File: config.mk
export PLATFORM = sky130hd
export DESIGN_NAME = phy_speed_poller_flat
export DESIGN_NICKNAME = d
export VERILOG_FILES = /design/src/rtl/phy_speed_poller_pkg.sv /design/src/rtl/phy_speed_poller_if.sv /design/src/rtl/phy_speed_poller_mdio_frame_shifter.sv /design/src/rtl/phy_speed_poller.sv /design/src/flat_wrapper.sv
export SDC_FILE = /design/constraint.sdc
export NUM_CORES = 1
export LEC_CHECK = 0
export BUFFER_PORTS_ARGS = -buffer_cell sky130_fd_sc_hd__buf_2
export CAP_MARGIN = 40
export CORE_MARGIN = 2
export CORE_UTILIZATION = 35
export DETAILED_ROUTE_END_ITERATION = 16
export PLACE_DENSITY = 0.5
export SYNTH_ARGS = -nofsm -noshare
export SYNTH_HDL_FRONTEND = slang
export SYNTH_SLANG_ARGS = --single-unit
export TNS_END_PERCENT = 1
File: constraint.sdc
create_clock -name clk_50_max10 -period 2.9 [get_ports clk_50_max10]
set_clock_uncertainty 0.05 [all_clocks]
set_input_delay 0.435 -clock clk_50_max10 [delete_from_list [all_inputs] [get_ports clk_50_max10]]
set_output_delay 0.435 -clock clk_50_max10 [all_outputs]
set_load 0.01 [all_outputs]
File: src/rtl/phy_speed_poller_pkg.sv
// Shared definitions for the PHY speed poller: FSM states, MDIO frame
// layout and the PHY-specific status register bit map.
package phy_poller_pkg;

  typedef enum logic [3:0] {
    ST_WAIT_RST,
    ST_STARTUP,
    ST_IDLE,
    ST_PRE,
    ST_CMD,
    ST_TA,
    ST_DATA,
    ST_DONE,
    ST_HOLD
  } state_e;

  // MDIO clause-22 read frame field lengths (in MDC periods)
  localparam int PRE_LEN    = 32;
  localparam int CMD_LEN    = 14;
  localparam int TA_LEN     = 2;
  localparam int DATA_LEN   = 16;
  localparam int FRAME_LEN  = PRE_LEN + CMD_LEN + TA_LEN + DATA_LEN;
  localparam int CMD_END    = PRE_LEN + CMD_LEN;   // first TA bit index
  localparam int DATA_START = CMD_END + TA_LEN;    // first data bit index

  // status register bit positions
  localparam int SPD_HI   = 15;
  localparam int SPD_LO   = 14;
  localparam int DPX      = 13;
  localparam int RESOLVED = 11;
  localparam int LINK     = 10;

  localparam logic [1:0] SPD_10   = 2'b00;
  localparam logic [1:0] SPD_100  = 2'b01;
  localparam logic [1:0] SPD_1000 = 2'b10;

  localparam logic [1:0] MDIO_ST    = 2'b01;
  localparam logic [1:0] MDIO_OP_RD = 2'b10;

  // ST, OP, PHYAD, REGAD as shifted out MSB first
  function automatic logic [CMD_LEN-1:0] rd_cmd(input logic [4:0] phy_a,
                                                 input logic [4:0] reg_a);
    return {MDIO_ST, MDIO_OP_RD, phy_a, reg_a};
  endfunction

endpackage

File: src/rtl/phy_speed_poller_if.sv
// MDIO pins plus the bus-hold handshake between poller and pad mux/MAC side.
interface phy_speed_poller_if;
  logic mdc;
  logic mdio_in;
  logic mdio_out;
  logic mdio_oen;
  logic hold_req;
  logic hold_ack;

  modport master (output mdc, mdio_out, mdio_oen, hold_ack,
                  input  mdio_in, hold_req);
  modport slave  (input  mdc, mdio_out, mdio_oen, hold_ack,
                  output mdio_in, hold_req);
endinterface

File: src/rtl/phy_speed_poller_mdio_frame_shifter.sv
// One MDIO read frame: MDC divider, bit counter, command shift-out and
// turnaround/data capture. Idle and abort both park MDC low, pad released.
module mdio_frame_shifter
  import phy_poller_pkg::*;
#(
  parameter int         CLK_DIV  = 10,
  parameter logic [4:0] PHY_ADDR = 5'd0,
  parameter logic [4:0] STAT_REG = 5'd17
) (
  input  logic        clk_50_max10,
  input  logic        fpga_resetn,
  input  logic        start_i,
  input  logic        abort_i,
  output logic        done_o,
  output logic        ta_err_o,
  output logic [15:0] rd_data_o,
  output logic [5:0]  bit_o,
  output logic        mdc_o,
  input  logic        mdio_in_i,
  output logic        mdio_out_o,
  output logic        mdio_oen_o
);

  localparam int DIV_W = (CLK_DIV > 1) ? $clog2(CLK_DIV) : 1;

  logic               busy_q;
  logic [DIV_W-1:0]   div_q;
  logic               mdc_q;
  logic [5:0]         bit_q;
  logic [CMD_LEN-1:0] cmd_q;
  logic [15:0]        rx_q;
  logic               ta_err_q;
  logic               done_q;
  logic               wrap;
  logic               driving;

  assign wrap    = (div_q == DIV_W'(CLK_DIV - 1));
  assign driving = busy_q && (bit_q < 6'(CMD_END));

  // Divider, bit sequencing and sampling; new bit on MDC fall, sample on rise
  always_ff @(posedge clk_50_max10 or negedge fpga_resetn) begin
    if (!fpga_resetn) begin
      busy_q   <= 1'b0;
      div_q    <= '0;
      mdc_q    <= 1'b0;
      bit_q    <= '0;
      cmd_q    <= '0;
      rx_q     <= '0;
      ta_err_q <= 1'b0;
      done_q   <= 1'b0;
    end else begin
      done_q <= 1'b0;
      if (abort_i) begin
        busy_q <= 1'b0;
        div_q  <= '0;
        mdc_q  <= 1'b0;
        bit_q  <= '0;
      end else if (start_i && !busy_q) begin
        busy_q <= 1'b1;
        div_q  <= '0;
        mdc_q  <= 1'b0;
        bit_q  <= '0;
        cmd_q  <= rd_cmd(PHY_ADDR, STAT_REG);
      end else if (busy_q) begin
        if (wrap) begin
          div_q <= '0;
          mdc_q <= ~mdc_q;
          if (!mdc_q) begin
            // rising MDC: capture second TA bit and data bits
            if (bit_q == 6'(DATA_START - 1))
              ta_err_q <= mdio_in_i;
            else if (bit_q >= 6'(DATA_START))
              rx_q <= {rx_q[14:0], mdio_in_i};
          end else begin
            // falling MDC: advance to next bit or close the frame
            if (bit_q == 6'(FRAME_LEN - 1)) begin
              busy_q <= 1'b0;
              bit_q  <= '0;
              done_q <= 1'b1;
            end else begin
              bit_q <= bit_q + 6'd1;
              if (bit_q >= 6'(PRE_LEN))
                cmd_q <= {cmd_q[CMD_LEN-2:0], 1'b0};
            end
          end
        end else begin
          div_q <= div_q + DIV_W'(1);
        end
      end
    end
  end

  assign mdc_o      = mdc_q;
  assign mdio_oen_o = ~driving;
  assign mdio_out_o = (driving && (bit_q >= 6'(PRE_LEN))) ? cmd_q[CMD_LEN-1] : 1'b1;
  assign done_o     = done_q;
  assign ta_err_o   = ta_err_q;
  assign rd_data_o  = rx_q;
  assign bit_o      = bit_q;

endmodule

File: src/rtl/phy_speed_poller.sv
// Periodic MDIO read of the PHY status register; decodes link/duplex/speed
// into the TSE MAC set_10/set_1000 inputs. Software can park it via hold.
module phy_speed_poller
  import phy_poller_pkg::*;
#(
  parameter int          CLK_DIV        = 10,
  parameter logic [4:0]  PHY_ADDR       = 5'd0,
  parameter logic [4:0]  STAT_REG       = 5'd17,
  parameter logic [23:0] STARTUP_CYCLES = 24'd1_000_000,
  parameter logic [23:0] POLL_CYCLES    = 24'd5_000_000
) (
  input  logic                 clk_50_max10,
  input  logic                 fpga_resetn,
  input  logic                 phy_resetn,
  phy_speed_poller_if.master   bus,
  output logic                 set_10,
  output logic                 set_1000,
  output logic                 link_up,
  output logic                 full_duplex,
  output logic                 status_valid,
  output logic [15:0]          last_status,
  output logic                 rd_err
);

  state_e      state_q, state_d;
  logic [23:0] tmr_q, tmr_d;
  logic        start;
  logic        sh_done;
  logic        sh_ta_err;
  logic [15:0] sh_data;
  logic [5:0]  sh_bit;

  logic        hold_ack_q;
  logic        set_10_q, set_1000_q, link_up_q, full_duplex_q;
  logic        status_valid_q, rd_err_q;
  logic [15:0] last_status_q;

  mdio_frame_shifter #(
    .CLK_DIV  (CLK_DIV),
    .PHY_ADDR (PHY_ADDR),
    .STAT_REG (STAT_REG)
  ) u_shift (
    .clk_50_max10 (clk_50_max10),
    .fpga_resetn  (fpga_resetn),
    .start_i      (start),
    .abort_i      (~phy_resetn),
    .done_o       (sh_done),
    .ta_err_o     (sh_ta_err),
    .rd_data_o    (sh_data),
    .bit_o        (sh_bit),
    .mdc_o        (bus.mdc),
    .mdio_in_i    (bus.mdio_in),
    .mdio_out_o   (bus.mdio_out),
    .mdio_oen_o   (bus.mdio_oen)
  );

  // State and interval timer registers
  always_ff @(posedge clk_50_max10 or negedge fpga_resetn) begin
    if (!fpga_resetn) begin
      state_q <= ST_WAIT_RST;
      tmr_q   <= '0;
    end else begin
      state_q <= state_d;
      tmr_q   <= tmr_d;
    end
  end

  // Next state: timers, hold arbitration, frame field tracking
  always_comb begin
    state_d = state_q;
    tmr_d   = tmr_q;
    start   = 1'b0;
    if (!phy_resetn) begin
      state_d = ST_WAIT_RST;
      tmr_d   = '0;
    end else begin
      case (state_q)
        ST_WAIT_RST: begin
          state_d = ST_STARTUP;
          tmr_d   = '0;
        end
        ST_STARTUP: begin
          if (tmr_q == STARTUP_CYCLES - 24'd1) begin
            state_d = ST_PRE;
            start   = 1'b1;
            tmr_d   = '0;
          end else begin
            tmr_d = tmr_q + 24'd1;
          end
        end
        ST_IDLE: begin
          // hold request beats a same-cycle poll expiry
          if (bus.hold_req) begin
            state_d = ST_HOLD;
            tmr_d   = '0;
          end else if (tmr_q == POLL_CYCLES - 24'd1) begin
            state_d = ST_PRE;
            start   = 1'b1;
            tmr_d   = '0;
          end else begin
            tmr_d = tmr_q + 24'd1;
          end
        end
        ST_PRE:  if (sh_bit == 6'(PRE_LEN))    state_d = ST_CMD;
        ST_CMD:  if (sh_bit == 6'(CMD_END))    state_d = ST_TA;
        ST_TA:   if (sh_bit == 6'(DATA_START)) state_d = ST_DATA;
        ST_DATA: if (sh_done)                  state_d = ST_DONE;
        ST_DONE: begin
          state_d = bus.hold_req ? ST_HOLD : ST_IDLE;
          tmr_d   = '0;
        end
        ST_HOLD: begin
          if (!bus.hold_req) begin
            state_d = ST_IDLE;
            tmr_d   = '0;
          end
        end
        default: state_d = ST_WAIT_RST;
      endcase
    end
  end

  // Hold acknowledge tracks the HOLD state with one clk of registration
  always_ff @(posedge clk_50_max10 or negedge fpga_resetn) begin
    if (!fpga_resetn) hold_ack_q <= 1'b0;
    else              hold_ack_q <= (state_d == ST_HOLD);
  end

  // Status decode on frame completion; PHY reset clears everything
  always_ff @(posedge clk_50_max10 or negedge fpga_resetn) begin
    if (!fpga_resetn) begin
      set_10_q       <= 1'b0;
      set_1000_q     <= 1'b0;
      link_up_q      <= 1'b0;
      full_duplex_q  <= 1'b0;
      status_valid_q <= 1'b0;
      rd_err_q       <= 1'b0;
      last_status_q  <= '0;
    end else begin
      status_valid_q <= 1'b0;
      rd_err_q       <= 1'b0;
      if (!phy_resetn) begin
        set_10_q      <= 1'b0;
        set_1000_q    <= 1'b0;
        link_up_q     <= 1'b0;
        full_duplex_q <= 1'b0;
        last_status_q <= '0;
      end else if (state_q == ST_DONE) begin
        if (sh_ta_err) begin
          rd_err_q <= 1'b1;
        end else begin
          status_valid_q <= 1'b1;
          last_status_q  <= sh_data;
          if (sh_data[RESOLVED] && sh_data[LINK]) begin
            link_up_q     <= 1'b1;
            full_duplex_q <= sh_data[DPX];
            case (sh_data[SPD_HI:SPD_LO])
              SPD_10:   begin set_10_q <= 1'b1; set_1000_q <= 1'b0; end
              SPD_100:  begin set_10_q <= 1'b0; set_1000_q <= 1'b0; end
              SPD_1000: begin set_10_q <= 1'b0; set_1000_q <= 1'b1; end
              default:  ; // reserved code: keep current speed
            endcase
          end else begin
            link_up_q     <= 1'b0;
            full_duplex_q <= 1'b0;
            set_10_q      <= 1'b0;
            set_1000_q    <= 1'b0;
          end
        end
      end
    end
  end

  assign bus.hold_ack  = hold_ack_q;
  assign set_10        = set_10_q;
  assign set_1000      = set_1000_q;
  assign link_up       = link_up_q;
  assign full_duplex   = full_duplex_q;
  assign status_valid  = status_valid_q;
  assign rd_err        = rd_err_q;
  assign last_status   = last_status_q;

endmodule

File: src/flat_wrapper.sv
// flat-port wrapper written by rule: the top's interface ports become plain ports
module phy_speed_poller_flat import phy_poller_pkg::*;
#(
  parameter int          CLK_DIV        = 10,
  parameter logic [4:0]  PHY_ADDR       = 5'd0,
  parameter logic [4:0]  STAT_REG       = 5'd17,
  parameter logic [23:0] STARTUP_CYCLES = 24'd1_000_000,
  parameter logic [23:0] POLL_CYCLES    = 24'd5_000_000
)
  (clk_50_max10, fpga_resetn, phy_resetn, set_10, set_1000, link_up, full_duplex, status_valid, last_status, rd_err, bus_mdc, bus_mdio_out, bus_mdio_oen, bus_hold_ack, bus_mdio_in, bus_hold_req);
  phy_speed_poller_if bus_i ();
  input  logic clk_50_max10;
  input  logic fpga_resetn;
  input  logic phy_resetn;
  output logic set_10;
  output logic set_1000;
  output logic link_up;
  output logic full_duplex;
  output logic status_valid;
  output logic [15:0] last_status;
  output logic rd_err;
  output wire logic [$bits(bus_i.mdc)-1:0] bus_mdc;
  output wire logic [$bits(bus_i.mdio_out)-1:0] bus_mdio_out;
  output wire logic [$bits(bus_i.mdio_oen)-1:0] bus_mdio_oen;
  output wire logic [$bits(bus_i.hold_ack)-1:0] bus_hold_ack;
  input wire logic [$bits(bus_i.mdio_in)-1:0] bus_mdio_in;
  input wire logic [$bits(bus_i.hold_req)-1:0] bus_hold_req;
  assign bus_mdc = bus_i.mdc;
  assign bus_mdio_out = bus_i.mdio_out;
  assign bus_mdio_oen = bus_i.mdio_oen;
  assign bus_hold_ack = bus_i.hold_ack;
  assign bus_i.mdio_in = bus_mdio_in;
  assign bus_i.hold_req = bus_hold_req;
  phy_speed_poller #(.CLK_DIV(CLK_DIV), .PHY_ADDR(PHY_ADDR), .STAT_REG(STAT_REG), .STARTUP_CYCLES(STARTUP_CYCLES), .POLL_CYCLES(POLL_CYCLES)) u_core (.clk_50_max10(clk_50_max10), .fpga_resetn(fpga_resetn), .phy_resetn(phy_resetn), .bus(bus_i), .set_10(set_10), .set_1000(set_1000), .link_up(link_up), .full_duplex(full_duplex), .status_valid(status_valid), .last_status(last_status), .rd_err(rd_err));
endmodule
==> summary.md <==
| Metric | Value |
|---|---|
| Outcome | completed |
| Yosys warnings | 0 |
| Port bufs | 30 |
| Initial Util | 0.361 |
| Max Root-Sink Buffers | 2 |
| Largest net degree at the start of global routing | 60 |
| Root Driver | clkbuf_16 |
| Cts hold-fix bufs | 0 |
| EDFF count, synth | 0 |
| Ys flop type | dfrtp_1 |
| Cell area after synthesis | 0.00480 mm2 |
| Total Wirelength | 10900 um |
| Register area | 0.00238 mm2 |
| Synthesized netlist cell count | 480 |
| Syn_nets | 493 |
| VDD IR max | 0.357 mV |
| Htree depth | 3 |
| Io pins | 31 |
| Worst slack at placement | 350 ps |
| GR Overflow Total | 0 |
| Area of the multi-input gates | 0.00226 mm2 |
| Routed vias | 3703 |
| Worst slew margin | 0.431 |
| Row Count | 42 |
| Sequential cell area fraction in the yosys report | 0.495 |
| #FFs+latches synth | 95 |
| Final worst slack | 384 ps |
| Chip width | 121 um |
| Post-CTS sizing | 0 |
| First-pass GRT wire length | 18400 um |
| Post-layout minimum cycle time | 2520 ps |
| Share of layout cells above drive strength 1 | 0.172 |
| Pwr Density | 480 mW/mm2 |
| Inserted Clock Buffers | 9 |
| CP Launch Type | register |
| Final Hold Fails | 0 |
| CP arrival | 2690 ps |
| Async SR Flop Fraction | 1.00 |
| Final net count | 526 |
| Area leader, netlist | dfrtp_1 |
| Top cells by area, synth | dfrtp_1 50%, nand2_1 4.5%, a22o_1 4.4% |
| Fillers | 1306 |
| Drc violations | 0 |
| Layout overhead on the synthesized area | 14.3% |
| Worst Setup End Kind | register |
| Final slew viol count | 0 |
| Die area | 0.0147 mm2 |
| Setup_tns | 0 ps |
| Via density per instance | 5.34 |
| Final setup viols | 0 |
| Gr usage total | 0.159 |
| Max-cap violation count | 0 |
| Hold Crit Class | primary input to asynchronous set/reset pin |
| Critical path required time | 3070 ps |
| Design Area, Final | 0.00549 mm2 |
| Static Leakage | 0.00252 uW |
| Drt wl/cell | 15.7 um |
| Critical path class | register to register |
| Int Pwr | 2040 uW |
| CTS tree | done |
| Initial antenna violation count | 0 |
| Reg power frac | 0.506 |
| CP Max Fanout | 13 |
| Worst-Skew Late Latency | 350 ps |
| First-pass iteration count of the detailed router | 4 |
| Sw frac | 0.227 |
| P_sw | 598 uW |
| Core area | 0.0133 mm2 |
| Initial DRC count | 279 |
| Vias in the first global route | 3742 |
| Final period util | 0.868 |
| Antenna-violating nets left | 0 |
| Setup Fix Bufs, Post-CTS | 0 |
| Reg clk slew, reported paths | 70 ps |
| Maximum clock frequency | 397 MHz |
| ANT cells | 0 |
| Dpl hpwl | 7340 um |
| RSZ-0062 raised after global routing | no |
| Slew @ Worst Pin | 854 ps |
| Area share of the largest cell type after synthesis | 0.495 |
| Comb pwr share | 0.040 |
| RD Place Congestion | 0.811 |
| Final Core Density | 0.413 |
| Mean Syn Cell Area | 10.0 um2 |
| Synth cell types | 64 |
| Die Ht | 121 um |
| Overall Power | 2630 uW |
| Clock group share of total power | 0.454 |
| Sink Count | 95 |
| Placed inst area | 0.00519 mm2 |
## cell families after synthesis
group	count (synthesis)	synth area share
AND/OR/NAND/NOR	194	0.212
AO/OA/AOI/OAI	113	0.173
flip-flops	95	0.495
buffers and inverters	39	0.0336
multiplexers	16	0.0373
XOR/XNOR	15	0.0274
adder cells (fa/ha/maj)	8	0.0209
## flip-flops by register name, summed over array words and instances (netlist names), 4 cells and up
name and count:
u_core.last_status 16, u_core.u_shift.div_q 4, u_core.u_shift.cmd_q 14, u_core.state_q 4, u_core.tmr_q 24, u_core.u_shift.bit_o 6
u_core.u_shift.rd_data_o 16
## worst max-delay path, cell delays in order, from the launching register on
cell and delay (ps):
dfrtp_1 410, ha_1 230, and2_1 180, and4_1 270, nand2_1 130, a221oi_4 580
and2_1 430, nor2_1 100
## metal layers
metal,share of wire,wire [um],global-route usage
met5,0,0,0
met2,0.46,4960,0.249
met1,0.50,5400,0.209
met3,0.037,397,0.0414
met4,0.011,116,0.0654
## final timing paths
check | from | end | slack (ps) | depth (start not counted)
worst max register to register | u_core.tmr_q[0]$_DFFE_PN0P_ | u_core.tmr_q[11]$_DFFE_PN0P_ | 380 | 7
max in group asynchronous | fpga_resetn | u_core.u_shift.rd_data_o[13]$_DFFE_PN0P_ | 2010 | 2
worst min register to register | u_core.link_up$_DFFE_PN0P_ | u_core.link_up$_DFFE_PN0P_ | 430 | 1
worst max-delay path | u_core.tmr_q[0]$_DFFE_PN0P_ | u_core.tmr_q[11]$_DFFE_PN0P_ | 380 | 7
worst min-delay path | fpga_resetn | u_core.tmr_q[5]$_DFFE_PN0P_ | 120 | 1
min in group clk_50_max10 | bus_mdio_in | u_core.u_shift.ta_err_o$_DFFE_PN0P_ | 330 | 2
## placed cells by master, fill, tap and decap left out, drive strengths merged, types with 3 or more instances in the layout
cell type / count
ha: 8
o21a: 3
buf: 44
dfrtp: 95
o2111ai: 3
and3: 11
xnor2: 9
nor4b: 3
and2: 5
nand3: 14
xor2: 6
o22ai: 4
inv: 19
a22o: 24
nor2: 45
a31oi: 3
nand2: 58
o21ai: 32
o22a: 11
nor3: 9
mux2: 15
clkbuf: 10
nor4: 3
or2: 4
nand4: 7
nor3b: 5
nor2b: 8
nand3b: 5
nand2b: 4
or3: 3
a41oi: 3
a21oi: 12
## cells in the mapped netlist, types with 3 or more instances
cell type	number
nor3b_1	4
ha_1	8
a21oi_1	11
nor4b_1	3
nand3_1	14
or2_2	4
a41oi_1	3
buf_1	3
xor2_1	6
a22o_1	24
buf_2	6
and3_1	11
nand4_1	7
xnor2_1	9
mux2_2	15
and2_1	5
nand2_1	58
inv_1	17
nand2b_1	4
o22a_1	11
o21ai_1	3
nand3b_1	5
o21a_1	3
o21ai_0	28
o22ai_1	4
nor2_1	44
clkbuf_1	12
nor2b_1	8
a31oi_1	3
dfrtp_1	95
nor3_1	9
## area by class of cell
class,instances,area share
well taps,176,0.0401
repair buffers,44,0.0492
clock buffers,10,0.0417
multi-input cells,346,0.412
flip-flops and latches,95,0.433
clock inverters,5,0.0121
inverters,17,0.0116
## metrics by stage
stage / std cells / hold WS [ps]
floorplan: 480 / 89.4
global placement: 678 / 408
detailed placement: 678 / 412
CTS: 693 / 147
global route: 693 / 177
finish: 693 / 121
## power by group through the flow
| stage | sequential (uW) | clock [uW] | combinational, uW |
|---|---|---|---|
| after global placement | 1360 | 0 | 107 |
| after CTS | 1330 | 1240 | 109 |
| after floorplan | 1360 | 0 | 62.0 |
| after detailed placement | 1360 | 0 | 109 |
| final | 1330 | 1200 | 105 |
| after global routing | 1330 | 1280 | 121 |
No activity file was read; power rests on OpenSTA's default activity.
